$ cat src/rtl/instr_issuer_if.sv
// ----------------------------------------------------------------------------
// instr_issuer_if
// CPU-side instruction handshake bundle between the issuer (master) and the
// CPU top (slave).
//   cpu_in    [15:0]  instruction word presented to the CPU
//   cpu_load          instruction-register load enable
//   cpu_s             CPU start
//   cpu_w             CPU wait/idle flag (1 = idle, ready for work)
//   cpu_out   [15:0]  CPU datapath output
//   cpu_nvz   [2:0]   {N,V,Z} status flags from the CPU
// ----------------------------------------------------------------------------
interface instr_issuer_if;
    logic [15:0] cpu_in;
    logic        cpu_load;
    logic        cpu_s;
    logic        cpu_w;
    logic [15:0] cpu_out;
    logic [2:0]  cpu_nvz;

    modport master (
        output cpu_in, cpu_load, cpu_s,
        input  cpu_w, cpu_out, cpu_nvz
    );

    modport slave (
        input  cpu_in, cpu_load, cpu_s,
        output cpu_w, cpu_out, cpu_nvz
    );
endinterface

$ cat src/rtl/instr_issuer.sv
// ----------------------------------------------------------------------------
// instr_issuer
// Host-side sequencer for the CPU instruction interface. A small program RAM
// is filled by the host; on go the words are issued in order using the
// load / start / wait handshake, and the CPU result and flags are captured
// after every completed instruction.
//
// Ports:
//   clk            rising-edge clock
//   rst_n          asynchronous active-low reset
//   i_prog_we      program RAM write strobe (ignored while busy)
//   i_prog_addr    program RAM write address
//   i_prog_data    instruction word to write
//   i_go           start issuing (only looked at while idle)
//   i_count        number of instructions to issue (values above DEPTH clamp)
//   cpu            CPU handshake bundle (master side)
//   o_busy         sequence in progress
//   o_done         one-cycle pulse at the end of a sequence
//   o_err          sticky timeout flag, cleared by the next accepted go
//   o_pc           index being issued / number of instructions completed
//   o_last_out     cpu_out captured at each completion
//   o_last_nvz     cpu_nvz captured at each completion
//
// State  | meaning
// -------+------------------------------------------------------------------
// S_IDLE | waiting for go
// S_READY| sequence accepted, waiting for the CPU to report idle (cpu_w=1)
// S_LOAD | cpu_load high for one cycle with the current word on cpu_in
// S_START| cpu_s high until the CPU drops cpu_w (timed)
// S_WAIT | waiting for cpu_w to return high (timed)
// S_CAPT | capture result/flags, advance pc, finish or load the next word
// ----------------------------------------------------------------------------
module instr_issuer #(
    parameter int AW      = 4,
    parameter int DEPTH   = 16,
    parameter int TIMEOUT = 63
) (
    input  logic                  clk,
    input  logic                  rst_n,
    input  logic                  i_prog_we,
    input  logic [AW-1:0]         i_prog_addr,
    input  logic [15:0]           i_prog_data,
    input  logic                  i_go,
    input  logic [AW:0]           i_count,
    instr_issuer_if.master        cpu,
    output logic                  o_busy,
    output logic                  o_done,
    output logic                  o_err,
    output logic [AW:0]           o_pc,
    output logic [15:0]           o_last_out,
    output logic [2:0]            o_last_nvz
);

    typedef enum logic [2:0] {
        S_IDLE,
        S_READY,
        S_LOAD,
        S_START,
        S_WAIT,
        S_CAPT
    } state_t;

    localparam int            TW       = $clog2(TIMEOUT + 1);
    // Down-counter reload: terminal count 0 is reached on the TIMEOUT-th
    // cycle spent in the timed state.
    localparam logic [TW-1:0] TMO_INIT = TW'(TIMEOUT - 1);
    localparam logic [AW:0]   DEPTH_C  = (AW + 1)'(DEPTH);

    state_t         r_state;
    logic [AW:0]    r_pc;
    logic [AW:0]    r_count;
    logic [TW-1:0]  r_tmo;
    logic [15:0]    r_cpu_in;
    logic           r_cpu_load;
    logic           r_cpu_s;
    logic           r_busy;
    logic           r_done;
    logic           r_err;
    logic [15:0]    r_last_out;
    logic [2:0]     r_last_nvz;
    logic [15:0]    r_mem [DEPTH];

    logic [AW:0]    w_count_clamp;
    logic [AW:0]    w_pc_inc;
    logic [15:0]    w_rd_cur;
    logic [15:0]    w_rd_next;

    assign w_count_clamp = (i_count > DEPTH_C) ? DEPTH_C : i_count;
    assign w_pc_inc      = r_pc + (AW + 1)'(1);
    assign w_rd_cur      = r_mem[r_pc[AW-1:0]];
    // Only used when another word follows, so the index never wraps in use.
    assign w_rd_next     = r_mem[w_pc_inc[AW-1:0]];

    // Program RAM is deliberately not reset; writes are locked out while a
    // sequence runs so the program cannot change underneath the issuer.
    always_ff @(posedge clk) begin
        if (i_prog_we && !r_busy) begin
            r_mem[i_prog_addr] <= i_prog_data;
        end
    end

    always_ff @(posedge clk or negedge rst_n) begin
        if (!rst_n) begin
            r_state    <= S_IDLE;
            r_pc       <= '0;
            r_count    <= '0;
            r_tmo      <= '0;
            r_cpu_in   <= '0;
            r_cpu_load <= 1'b0;
            r_cpu_s    <= 1'b0;
            r_busy     <= 1'b0;
            r_done     <= 1'b0;
            r_err      <= 1'b0;
            r_last_out <= '0;
            r_last_nvz <= '0;
        end else begin
            r_done <= 1'b0;
            case (r_state)
                S_IDLE: begin
                    if (i_go) begin
                        r_err <= 1'b0;
                        if (w_count_clamp == '0) begin
                            r_done <= 1'b1;
                        end else begin
                            r_count <= w_count_clamp;
                            r_pc    <= '0;
                            r_busy  <= 1'b1;
                            r_state <= S_READY;
                        end
                    end
                end
                S_READY: begin
                    if (cpu.cpu_w) begin
                        r_cpu_in   <= w_rd_cur;
                        r_cpu_load <= 1'b1;
                        r_state    <= S_LOAD;
                    end
                end
                S_LOAD: begin
                    r_cpu_load <= 1'b0;
                    r_cpu_s    <= 1'b1;
                    r_tmo      <= TMO_INIT;
                    r_state    <= S_START;
                end
                S_START: begin
                    if (!cpu.cpu_w) begin
                        r_cpu_s <= 1'b0;
                        r_tmo   <= TMO_INIT;
                        r_state <= S_WAIT;
                    end else if (r_tmo == '0) begin
                        r_err   <= 1'b1;
                        r_cpu_s <= 1'b0;
                        r_busy  <= 1'b0;
                        r_done  <= 1'b1;
                        r_state <= S_IDLE;
                    end else begin
                        r_tmo <= r_tmo - TW'(1);
                    end
                end
                S_WAIT: begin
                    if (cpu.cpu_w) begin
                        r_state <= S_CAPT;
                    end else if (r_tmo == '0) begin
                        r_err   <= 1'b1;
                        r_busy  <= 1'b0;
                        r_done  <= 1'b1;
                        r_state <= S_IDLE;
                    end else begin
                        r_tmo <= r_tmo - TW'(1);
                    end
                end
                S_CAPT: begin
                    r_last_out <= cpu.cpu_out;
                    r_last_nvz <= cpu.cpu_nvz;
                    r_pc       <= w_pc_inc;
                    if (w_pc_inc == r_count) begin
                        r_busy  <= 1'b0;
                        r_done  <= 1'b1;
                        r_state <= S_IDLE;
                    end else begin
                        // Back-to-back issue: the CPU just reported idle, so
                        // the ready check is skipped.
                        r_cpu_in   <= w_rd_next;
                        r_cpu_load <= 1'b1;
                        r_state    <= S_LOAD;
                    end
                end
                default: begin
                    r_state <= S_IDLE;
                end
            endcase
        end
    end

    assign cpu.cpu_in   = r_cpu_in;
    assign cpu.cpu_load = r_cpu_load;
    assign cpu.cpu_s    = r_cpu_s;
    assign o_busy       = r_busy;
    assign o_done       = r_done;
    assign o_err        = r_err;
    assign o_pc         = r_pc;
    assign o_last_out   = r_last_out;
    assign o_last_nvz   = r_last_nvz;

endmodule

$ cat src/flat_wrapper.sv
// flat-port wrapper written by rule: the top's interface ports become plain ports
module instr_issuer_flat 
#(
    parameter int AW      = 4,
    parameter int DEPTH   = 16,
    parameter int TIMEOUT = 63
)
  (clk, rst_n, i_prog_we, i_prog_addr, i_prog_data, i_go, i_count, o_busy, o_done, o_err, o_pc, o_last_out, o_last_nvz, cpu_cpu_in, cpu_cpu_load, cpu_cpu_s, cpu_cpu_w, cpu_cpu_out, cpu_cpu_nvz);
  instr_issuer_if cpu_i ();
  input  logic clk;
  input  logic rst_n;
  input  logic i_prog_we;
  input  logic [AW-1:0] i_prog_addr;
  input  logic [15:0] i_prog_data;
  input  logic i_go;
  input  logic [AW:0] i_count;
  output logic o_busy;
  output logic o_done;
  output logic o_err;
  output logic [AW:0] o_pc;
  output logic [15:0] o_last_out;
  output logic [2:0] o_last_nvz;
  output wire logic [$bits(cpu_i.cpu_in)-1:0] cpu_cpu_in;
  output wire logic [$bits(cpu_i.cpu_load)-1:0] cpu_cpu_load;
  output wire logic [$bits(cpu_i.cpu_s)-1:0] cpu_cpu_s;
  input wire logic [$bits(cpu_i.cpu_w)-1:0] cpu_cpu_w;
  input wire logic [$bits(cpu_i.cpu_out)-1:0] cpu_cpu_out;
  input wire logic [$bits(cpu_i.cpu_nvz)-1:0] cpu_cpu_nvz;
  assign cpu_cpu_in = cpu_i.cpu_in;
  assign cpu_cpu_load = cpu_i.cpu_load;
  assign cpu_cpu_s = cpu_i.cpu_s;
  assign cpu_i.cpu_w = cpu_cpu_w;
  assign cpu_i.cpu_out = cpu_cpu_out;
  assign cpu_i.cpu_nvz = cpu_cpu_nvz;
  instr_issuer #(.AW(AW), .DEPTH(DEPTH), .TIMEOUT(TIMEOUT)) u_core (.clk(clk), .rst_n(rst_n), .i_prog_we(i_prog_we), .i_prog_addr(i_prog_addr), .i_prog_data(i_prog_data), .i_go(i_go), .i_count(i_count), .cpu(cpu_i), .o_busy(o_busy), .o_done(o_done), .o_err(o_err), .o_pc(o_pc), .o_last_out(o_last_out), .o_last_nvz(o_last_nvz));
endmodule
$ cat config.mk
export PLATFORM = sky130hd
export DESIGN_NAME = instr_issuer_flat
export DESIGN_NICKNAME = d
export VERILOG_FILES = /design/src/rtl/instr_issuer_if.sv /design/src/rtl/instr_issuer.sv /design/src/flat_wrapper.sv
export SDC_FILE = /design/constraint.sdc
export NUM_CORES = 1
export LEC_CHECK = 0
export BUFFER_PORTS_ARGS = -buffer_cell sky130_fd_sc_hd__buf_4
export CAP_MARGIN = 20
export CORE_ASPECT_RATIO = 1.25
export CORE_MARGIN = 2
export CORE_UTILIZATION = 50
export CTS_BUF_LIST = sky130_fd_sc_hd__clkbuf_8
export CTS_CLUSTER_SIZE = 10
export DETAILED_ROUTE_END_ITERATION = 16
export GPL_TIMING_DRIVEN = 0
export PLACE_DENSITY = 0.77
export SLEW_MARGIN = 20
export SYNTH_ARGS = -nofsm -noshare
export SYNTH_HDL_FRONTEND = slang
export SYNTH_SLANG_ARGS = --single-unit
$ cat constraint.sdc
create_clock -name clk -period 4.24 [get_ports clk]
set_input_delay 0.848 -clock clk [delete_from_list [all_inputs] [get_ports clk]]
set_output_delay 0.848 -clock clk [all_outputs]
set_load 0.01 [all_outputs]
# ---- Yosys cells after proc, flatten, opt, wreduce, memory -nomap -nowiden
# Memory sizes are Yosys's and may differ from the RTL's.
# Index checks and enable logic that the tools add are counted.
dict set report op_classes {
  reduce_logical 21
  n_eq_ne 14
  mux 46
  order_cmp 1
  div 0
  addsub 2
  n_shift 0
  multipliers 0
  bitwise_logic 1
}
# op count
set ops {}
lappend ops {{16-bit two-way mux} 2}
lappend ops {{16-bit one-hot mux with 2 select lines} 1}
lappend ops {{1-bit two-way mux} 22}
lappend ops {{3-bit two-way mux} 6}
lappend ops {{6-bit two-way mux} 3}
lappend ops {{3-bit one-hot mux with 6 select lines} 1}
lappend ops {{6-bit one-hot mux with 3 select lines} 1}
lappend ops {{5-bit two-way mux} 3}
lappend ops {{3-bit AND reduction} 5}
lappend ops {{2-bit inequality test (second input constant)} 6}
lappend ops {{5-bit one-hot mux with 2 select lines} 1}
lappend ops {{3-bit nonzero test} 3}
lappend ops {{1-bit one-hot mux with 4 select lines} 2}
lappend ops {{3-bit by 2-bit equality test with 1-bit output (second input constant)} 2}
lappend ops {{3-bit equality test (second input constant)} 2}
lappend ops {{6-bit logical NOT} 1}
lappend ops {{1-bit one-hot mux with 3 select lines} 2}
lappend ops {{6-bit AND reduction} 1}
lappend ops {{2-bit nonzero test} 3}
lappend ops {{6-bit by 1-bit subtractor with 6-bit output (second input constant)} 1}
lappend ops {{5-bit by 1-bit adder with 5-bit output (second input constant)} 1}
lappend ops {{5-bit equality test} 1}
lappend ops {{5-bit greater-than comparator (second input constant)} 1}
lappend ops {{5-bit logical NOT} 1}
lappend ops {{12 further kinds} 13}
dict set report word_totals {
  romBits 0
  mem_count 1
  ramBits 256
  ff_bits 59
  wordCells 98
  out_inout_bits 45
  inputBits 49
  latchBits 0
}
# name depth width read_ports rd_clocked_by_memory_dff wr line_no
set memory_table {}
lappend memory_table {u_core.r_mem 16 16 2 0 1 instr_issuer.sv:81} ;# logic [15:0] r_mem [DEPTH];

# ---- Depth between registers and ports, before layout
# Gate-level depths: netlist of run 1.
dict set report depth {
  depth_word 6
  depth_mapped 10
  mapped_depth_nobuf 7
}

# ---- Worst setup path after synthesis of run 1
# No wires, ideal clock.
dict set report synth_path {
  path_kind {in2reg}
  start {input i_prog_we}
  end {memory u_core.r_mem[4][0] (enable)}
  required_time_ns 3.831
  setup_ns 0.409
  setup_slack_ns 1.296
  arrival_time_ns 2.535
  path_buffers 0
  path_stages 3
  path_cell_list {nand2b_1 or3b_2 nor3_1}
}
dict set report synth_via {
  elab_chain_cells 3
}
# item line_no
set synth_lines {}
lappend synth_lines {{start: declaration} flat_wrapper.sv:12} ;# input logic i_prog_we;
lappend synth_lines {{1-bit logical AND} instr_issuer.sv:97} ;# if (i_prog_we && !r_busy) begin
lappend synth_lines {{1-bit two-way mux} instr_issuer.sv:97}
lappend synth_lines {{1-bit two-way mux (not written as such)} instr_issuer.sv:98} ;# r_mem[i_prog_addr] <= i_prog_data;
lappend synth_lines {{end: declaration} instr_issuer.sv:81}
# Every way passes these cells.

# ---- Final worst setup path of run 1
dict set report layout_path {
  start {register u_core.r_pc[0] (netlist: u_core.o_pc[0])}
  end {register u_core.r_cpu_in[10] (netlist: u_core.cpu.cpu_in[10])}
}
dict set report layout_via {
  elab_chain_cells 4
  word_cells_on_any_way 8
  cone_classes {add/sub: 1; eq/ne: 2; mux: 3; reduce/logical: 1; memory: 1}
}
# item line_no
set layout_lines {}
lappend layout_lines {{start: declaration} instr_issuer.sv:70} ;# logic [AW:0] r_pc;
lappend layout_lines {{start signal: assignment} instr_issuer.sv:175} ;# r_pc <= w_pc_inc;
lappend layout_lines {{5-bit by 1-bit adder with 5-bit output} instr_issuer.sv:89} ;# assign w_pc_inc = r_pc + (AW + 1)'(1);
lappend layout_lines {{memory 16 x 16 bit or 5-bit equality test (tied branches)} n/a}
lappend layout_lines {{16-bit two-way mux or 2-bit inequality test (tied branches)} n/a}
lappend layout_lines {{16-bit one-hot mux with 2 select lines or 3-bit AND reduction (tied branches)} n/a}
lappend layout_lines {{end signal: assignment} instr_issuer.sv:134} ;# r_cpu_in <= w_rd_cur;
lappend layout_lines {{end signal: assignment} instr_issuer.sv:183} ;# r_cpu_in <= w_rd_next;
lappend layout_lines {{end: declaration} instr_issuer.sv:73} ;# logic [15:0] r_cpu_in;
# Several ways; a longest one is shown, not always the timed one. The select of a mux whose other input is x is not followed.
# A chain may end at the register's enable or synchronous reset.

==> results of run 1 <==
## cells in the mapped netlist (2+ instances only)
cell type	instances
mux2_2	14
mux2i_1	116
nand3b_1	2
or3b_2	3
o22ai_1	9
nor3_1	10
a22o_1	18
a2111oi_0	29
nand2_1	81
o21ai_1	5
nor2_1	27
buf_1	10
o41ai_1	2
o31ai_1	2
edfxtp_1	256
a22oi_1	6
and2_1	7
inv_1	6
dfrtp_1	59
nand2b_1	12
o221ai_1	8
a31oi_1	4
o211ai_1	2
nor4_1	7
a21o_1	3
a21oi_1	8
buf_6	4
mux2_1	8
mux4_2	58
ha_1	2
nand3_1	108
nand4_1	26
a221o_1	4
nor2b_1	27
buf_2	32
clkbuf_1	33
xnor2_1	5
a221oi_1	7
o21ai_0	15
xor2_1	5
or3_1	2
## path summary, 6_finish.rpt
check                                         to  depth (start not counted)
setup / recovery           u_core.cpu.cpu_in[10]                          8
hold / removal                 u_core.r_count[4]                          1
setup reg to reg           u_core.cpu.cpu_in[10]                          8
hold reg to reg             u_core.o_last_out[9]                          2
max in group asynchronous   u_core.o_last_out[8]                          1
min in group clk            u_core.o_last_out[0]                          3
## cell families (layout without fill, tap and decap cells)
family	count (synthesis)	in the layout	share of synthesized area
muxes	196	196	0.181
buffers and inverters	88	273	0.0277
xor gates and xnor gates	11	11	0.00693
AOI/OAI and AO/OA	130	130	0.0666
adders and majority gates	2	2	0.00167
DFF	315	315	0.611
and+or+nand+nor	316	316	0.105
## area by class of cell
cell class	count	area [um2]
multi-input combinational	655	5520
inverter	7	26.3
fill	2284	12100
clock buffer	49	674
timing repair buffer	105	866
tap	396	495
sequential	315	9160
buffer	81	389
clock inverter	31	149
## routing by layer
layer | up-vias | share of wire | track usage
li1 | 4506 | - | -
met1 | 5340 | 0.35 | 0.340
met2 | 881 | 0.47 | 0.456
met3 | 222 | 0.12 | 0.0703
met4 | 0 | 0.062 | 0.160
met5 | - | 0 | 0
## worst max-delay path, delay by kind of cell (launching register included)
kind,cells,cell delay [ps]
buf+inv,4,2100
flops,1,470
simple gates,2,340
mux,1,340
compound gates,1,200
## placed cells by master (no fill, tap or decap), types with 10 or more instances in the layout
cell type | Yosys | routed
nor2_1 | 27 | 15
buf_2 | 32 | 32
clkbuf_8 | 0 | 49
buf_6 | 4 | 10
nand4_1 | 26 | 26
o21ai_0 | 15 | 15
buf_1 | 10 | 10
mux2_2 | 14 | 14
edfxtp_1 | 256 | 256
nand2b_1 | 12 | 12
inv_1 | 6 | 25
nand3_1 | 108 | 108
mux4_2 | 58 | 58
buf_4 | 1 | 95
nand2_1 | 81 | 81
nor2b_1 | 27 | 27
a22o_1 | 18 | 18
dfrtp_1 | 59 | 59
a2111oi_0 | 29 | 29
mux2i_1 | 116 | 116
clkbuf_1 | 33 | 33
## flip-flops by register name, indices dropped and copies added, names as in the netlist
signal               cells
u_core.cpu.cpu_load      1
u_core.o_pc              5
u_core.cpu.cpu_in       16
u_core.r_tmo             6
u_core.o_done            1
u_core.o_err             1
u_core.r_mem           256
u_core.o_last_out       16
u_core.o_last_nvz        3
u_core.o_busy            1
u_core.r_count           5
u_core.cpu.cpu_s         1
u_core.r_state           3
## power by group
| group | total [W] | leakage (nW) | switching (W) | internal (W) |
|---|---|---|---|---|
| registers | 0.00385 | 3.02 | 0.000204 | 0.00365 |
| clock network | 0.00227 | 0.490 | 0.00114 | 0.00112 |
| logic | 0.00481 | 2.50 | 0.00283 | 0.00198 |
| total | 0.0109 | 6.01 | 0.00417 | 0.00676 |
## metrics by stage
step / total power, W / utilization / hold slack (ps) / setup TNS, ps
6_report: 0.0109 / 0.587 / 357 / 0
5_1_grt: 0.0113 / 0.587 / 403 / 0
4_1_cts: 0.0108 / 0.587 / 358 / 0
3_5_place_dp: 0.00860 / 0.559 / 464 / 0
3_3_place_gp: 0.00851 / 0.550 / 462 / -13840
2_1_floorplan: 0.00699 / - / 465 / 0
==> flow_summary.json, run 1 <==
{
  "synth_edf_count": 256,
  "syn_nets": 1109,
  "fin_cells": 1639,
  "avgSynthCellArea_um2": 14.2,
  "cts_root_buffer": "clkbuf_8",
  "hold_violations": 0,
  "max_cap_violations": 0,
  "dieWidth_um": 159,
  "status": "completed",
  "fin_ws_ps": 663,
  "firstDrtPassIters": 5,
  "vias": 10900,
  "dieArea_mm2": 0.0314,
  "synthTopCellsByArea": "edfxtp_1 51%, dfrtp_1 9.8%, mux4_2 8.7%",
  "synthFlopType": "edfxtp_1",
  "grt_pass1_wl_mm": 65.0,
  "io_buffers": 92,
  "end_kind": "register",
  "ant_nets": 0,
  "rr_startpoint": "u_core.o_pc[0]",
  "ir_drop_v": 0.000483,
  "clkTransAtPathRegs_ps": 70,
  "drive_gt1_frac": 0.235,
  "area_growth_pct": 15.2,
  "report.final.slew_viol_count": 0,
  "skew_ps": 21.5,
  "initial_core_util": 0.510,
  "groute.usage.overall": 0.279,
  "clk-insertion-delay-late_ps": 590,
  "synth_warnings": 0,
  "max_slew.worst_pin.slew_ps": 1060,
  "synth_top_area_share": 0.513,
  "worstSetupPathType": "register to register",
  "mappedNetlistArea_mm2": 0.0150,
  "holdCritPathClass": "input pin to asynchronous set/reset pin",
  "core-area_mm2": 0.0294,
  "cts_resized": 0,
  "cts_tree": "built",
  "drt_iter0_drc": 1419,
  "grt_pass1_vias": 10800,
  "wl_per_cell_um": 26.9,
  "gp_congestion": 0.905,
  "fin_area_mm2": 0.0173,
  "crit_path_max_fanout": 10,
  "grt_start_max_net_pins": 60,
  "cts_made_buffers": 48,
  "ys_seq_area_frac": 0.611,
  "clockBufferDepth": 3,
  "worst_path_max_delay_cell": "buf_1",
  "max_stage_delay_ps": 740,
  "yosys.area.top_type": "edfxtp_1",
  "htreeDepth": 2,
  "crit_arrival_ps": 4030,
  "cp_common_cell": "buf_2",
  "timing.final.crit_share": 0.844,
  "route.detailed.drc": 0,
  "via_per_inst": 6.68,
  "cp.required_ps": 4690,
  "synth-async-reset-ratio": 0.187,
  "diodes": 0,
  "drt-total-wl_mm": 44.0,
  "placed_cell_area_mm2": 0.0165,
  "setup_viol": 0,
  "power_per_cell_area_mw_per_mm2": 632,
  "grt_antenna_before_repair": 0,
  "critPathLaunchType": "register",
  "reg2reg_slack_ps": 660,
  "synth-seq-cells": 315,
  "relSlewSlack": 0.290,
  "rsz0062_at_grt": "no",
  "crit_chain": "buf_2, buf_2, clkbuf_1, buf_1, nand3_1, nand4_1, o221ai_1, mux2_1",
  "nets": 1264,
  "post_cts_buffers": 0,
  "crit_path_start": "u_core.o_pc[0]",
  "cts_hold_buf": 0,
  "ys_types": 57,
  "max_freq_mhz": 280,
  "fp.dieH_um": 198,
  "layout_min_cycle_time_ps": 3580,
  "synthCells": 1058,
  "io_pins": 94,
  "pre_cts_ws_ps": 760,
  "placed_cells": 1559,
  "dp_hpwl_mm": 28.5,
  "overflow": 0,
  "clkSinkCount": 315,
  "p_leak_nw": 6.01,
  "num_rows": 70
}
Power figures use the tool's default switching activity.
==> run 2: changes to the inputs <==
Clock period 4.24 ns to 3.5 ns, I/O delays scaled along.
==> run 2 against run 1 <==
- the flow now finishes with violations (setup timing)
- final cell count about the same
- utilization about the same
- non-clock buffer count down 1
- sequential share of layout area about the same
- clock-buffer cell count unchanged
- total power up 21%
- critical path depth unchanged
- hold slack worse by 150 ps
- maximum frequency up 1.5%
- global-route usage unchanged
- highest routed layer unchanged
==> flow_summary.json, run 2 (synthesis results as in run 1) <==
{
  "end_kind": "register",
  "grt_antenna_before_repair": 0,
  "power_per_cell_area_mw_per_mm2": 765,
  "rr_startpoint": "u_core.o_pc[0]",
  "worst_path_max_delay_cell": "clkbuf_1",
  "clkSinkCount": 315,
  "post_cts_buffers": 0,
  "comb_power_share": 0.439,
  "ant_nets": 0,
  "nets": 1263,
  "final_common_cell": "edfxtp_1",
  "crit_arrival_ps": 4000,
  "layout_min_cycle_time_ps": 3520,
  "vias": 10800,
  "final_util": 0.587,
  "setup_tns_ps": -31.6,
  "pwr-share-seq": 0.353,
  "route.detailed.drc": 0,
  "holdCritPathClass": "input pin to asynchronous set/reset pin",
  "placed_cell_area_mm2": 0.0165,
  "clkTransAtPathRegs_ps": 60,
  "io_buffers": 92,
  "via_per_inst": 6.61,
  "firstDrtPassIters": 5,
  "max_cap_violations": 0,
  "drt_iter0_drc": 1447,
  "groute.usage.overall": 0.279,
  "grt_pass1_vias": 10800,
  "critPathLaunchType": "register",
  "cts_made_buffers": 48,
  "cts_root_buffer": "clkbuf_8",
  "cts_tree": "built",
  "core-area_mm2": 0.0294,
  "clockBufferDepth": 3,
  "fin_area_mm2": 0.0173,
  "reg2reg_slack_ps": -20,
  "cp.required_ps": 3970,
  "status": "finished with violations",
  "gp_congestion": 0.905,
  "largest_reg_flops": 256,
  "crit_chain": "buf_2, buf_2, clkbuf_1, clkbuf_1, nand3_1, nand4_1, a221oi_1, mux2_2",
  "cts_hold_buf": 0,
  "clk-insertion-delay-late_ps": 590,
  "rsz0062_at_grt": "yes",
  "ir_drop_v": 0.000587,
  "overflow": 0,
  "p_int_w": 0.00819,
  "wl_per_cell_um": 26.7,
  "io_pins": 94,
  "drt-total-wl_mm": 43.8,
  "max_stage_delay_ps": 680,
  "num_rows": 70,
  "fp.dieH_um": 198,
  "max_slew.worst_pin.slew_ps": 1060,
  "report.final.slew_viol_count": 0,
  "diodes": 0,
  "timing.final.crit_share": 1.01,
  "r2r_cells": 8,
  "p_sw_w": 0.00503,
  "clkPwrFrac": 0.208,
  "p_sw_frac": 0.381,
  "crit_path_max_fanout": 10,
  "dieWidth_um": 159,
  "p_leak_nw": 6.02,
  "failed_checks": "setup timing",
  "drive_gt1_frac": 0.238,
  "initial_core_util": 0.510,
  "dieArea_mm2": 0.0314,
  "timing.rr.end": "u_core.cpu.cpu_in[14]",
  "area_growth_pct": 15.3,
  "worstSetupPathType": "register to register",
  "max_freq_mhz": 284,
  "final_cell_mix": "256 x edfxtp_1, 116 x mux2i_1, 108 x nand3_1",
  "top_register": "u_core.r_mem",
  "dp_hpwl_mm": 28.5,
  "hold_violations": 0,
  "grt_pass1_wl_mm": 65.0,
  "relSlewSlack": 0.290,
  "setup_viol": 2,
  "skew_ps": 20.4,
  "fin_ws_ps": -24.0,
  "grt_start_max_net_pins": 60,
  "htreeDepth": 2
}
[run 2: cell count changes in the layout (fill, tap and decap cells not counted)]
cell / change
buf_1: -1
buf_2: -1
clkbuf_1: -4
clkbuf_2: +3
clkbuf_4: +2
[run 2: repair_timing]
| action | 4_1_cts | 5_1_grt |
|---|---|---|
| gates resized for setup | 1 | 9 |
| cloned | 0 | 0 |
| setup endpoints to repair | 1 | 6 |
[run 2: power groups by stage]
stage	clock network, W	logic (W)	registers [W]
5_1_grt	0.00291	0.00610	0.00471
3_3_place_gp	0	0.00558	0.00472
2_1_floorplan	0	0.00369	0.00478
3_5_place_dp	0	0.00569	0.00473
6_report	0.00275	0.00580	0.00467
4_1_cts	0.00275	0.00571	0.00466
[run 2: worst max-delay path by stage]
stage / start / to / slack (ps) / cells after the start
after floorplan: i_prog_we / u_core.r_mem[4][0] / 700 / 3
after global placement: i_prog_we / u_core.r_mem[4][3] / -1060 / 4
after detailed placement: u_core.o_pc[0] / u_core.cpu.cpu_in[10] / 20 / 8
after CTS: u_core.o_pc[0] / u_core.cpu.cpu_in[10] / 30 / 8
after global routing: u_core.o_pc[0] / u_core.cpu.cpu_in[10] / -30 / 10
final: u_core.o_pc[0] / u_core.cpu.cpu_in[14] / -20 / 8
[run 2: stage by stage]
| stage | worst slack [ps] | power [W] | hold WS (ps) | cells |
|---|---|---|---|---|
| 2_1_floorplan | 704 | 0.00847 | 404 | 1058 |
| 3_3_place_gp | -1060 | 0.0103 | 462 | 1546 |
| 3_5_place_dp | 20.2 | 0.0104 | 464 | 1559 |
| 4_1_cts | 26.0 | 0.0131 | 210 | 1639 |
| 5_1_grt | -30.3 | 0.0137 | 255 | 1638 |
| 6_report | -24.0 | 0.0132 | 203 | 1638 |
[run 2: layout make-up]
type | instances | area, um2
Inverter | 7 | 26.3
Sequential cell | 315 | 9160
Tap cell | 396 | 495
Timing Repair Buffer | 105 | 866
Clock inverter | 31 | 149
Clock buffer | 49 | 674
Fill cell | 2282 | 12100
Buffer | 80 | 395
Multi-Input combinational cell | 655 | 5520
[run 2: critical path, delay by kind of cell, from the launching register on]
kind                   cells  cell delay, ps
buffers and inverters      4            2030
DFF                        1             470
and+or+nand+nor            2             390
muxes                      1             340
AOI/OAI and AO/OA          1             160
[run 2: metal layers]
metal,track usage,routed length [um],vias up
met4,0.160,2530,0
li1,-,-,4510
met3,0.0703,5160,197
met1,0.340,15500,5313
met5,0,0,-
met2,0.456,20600,810
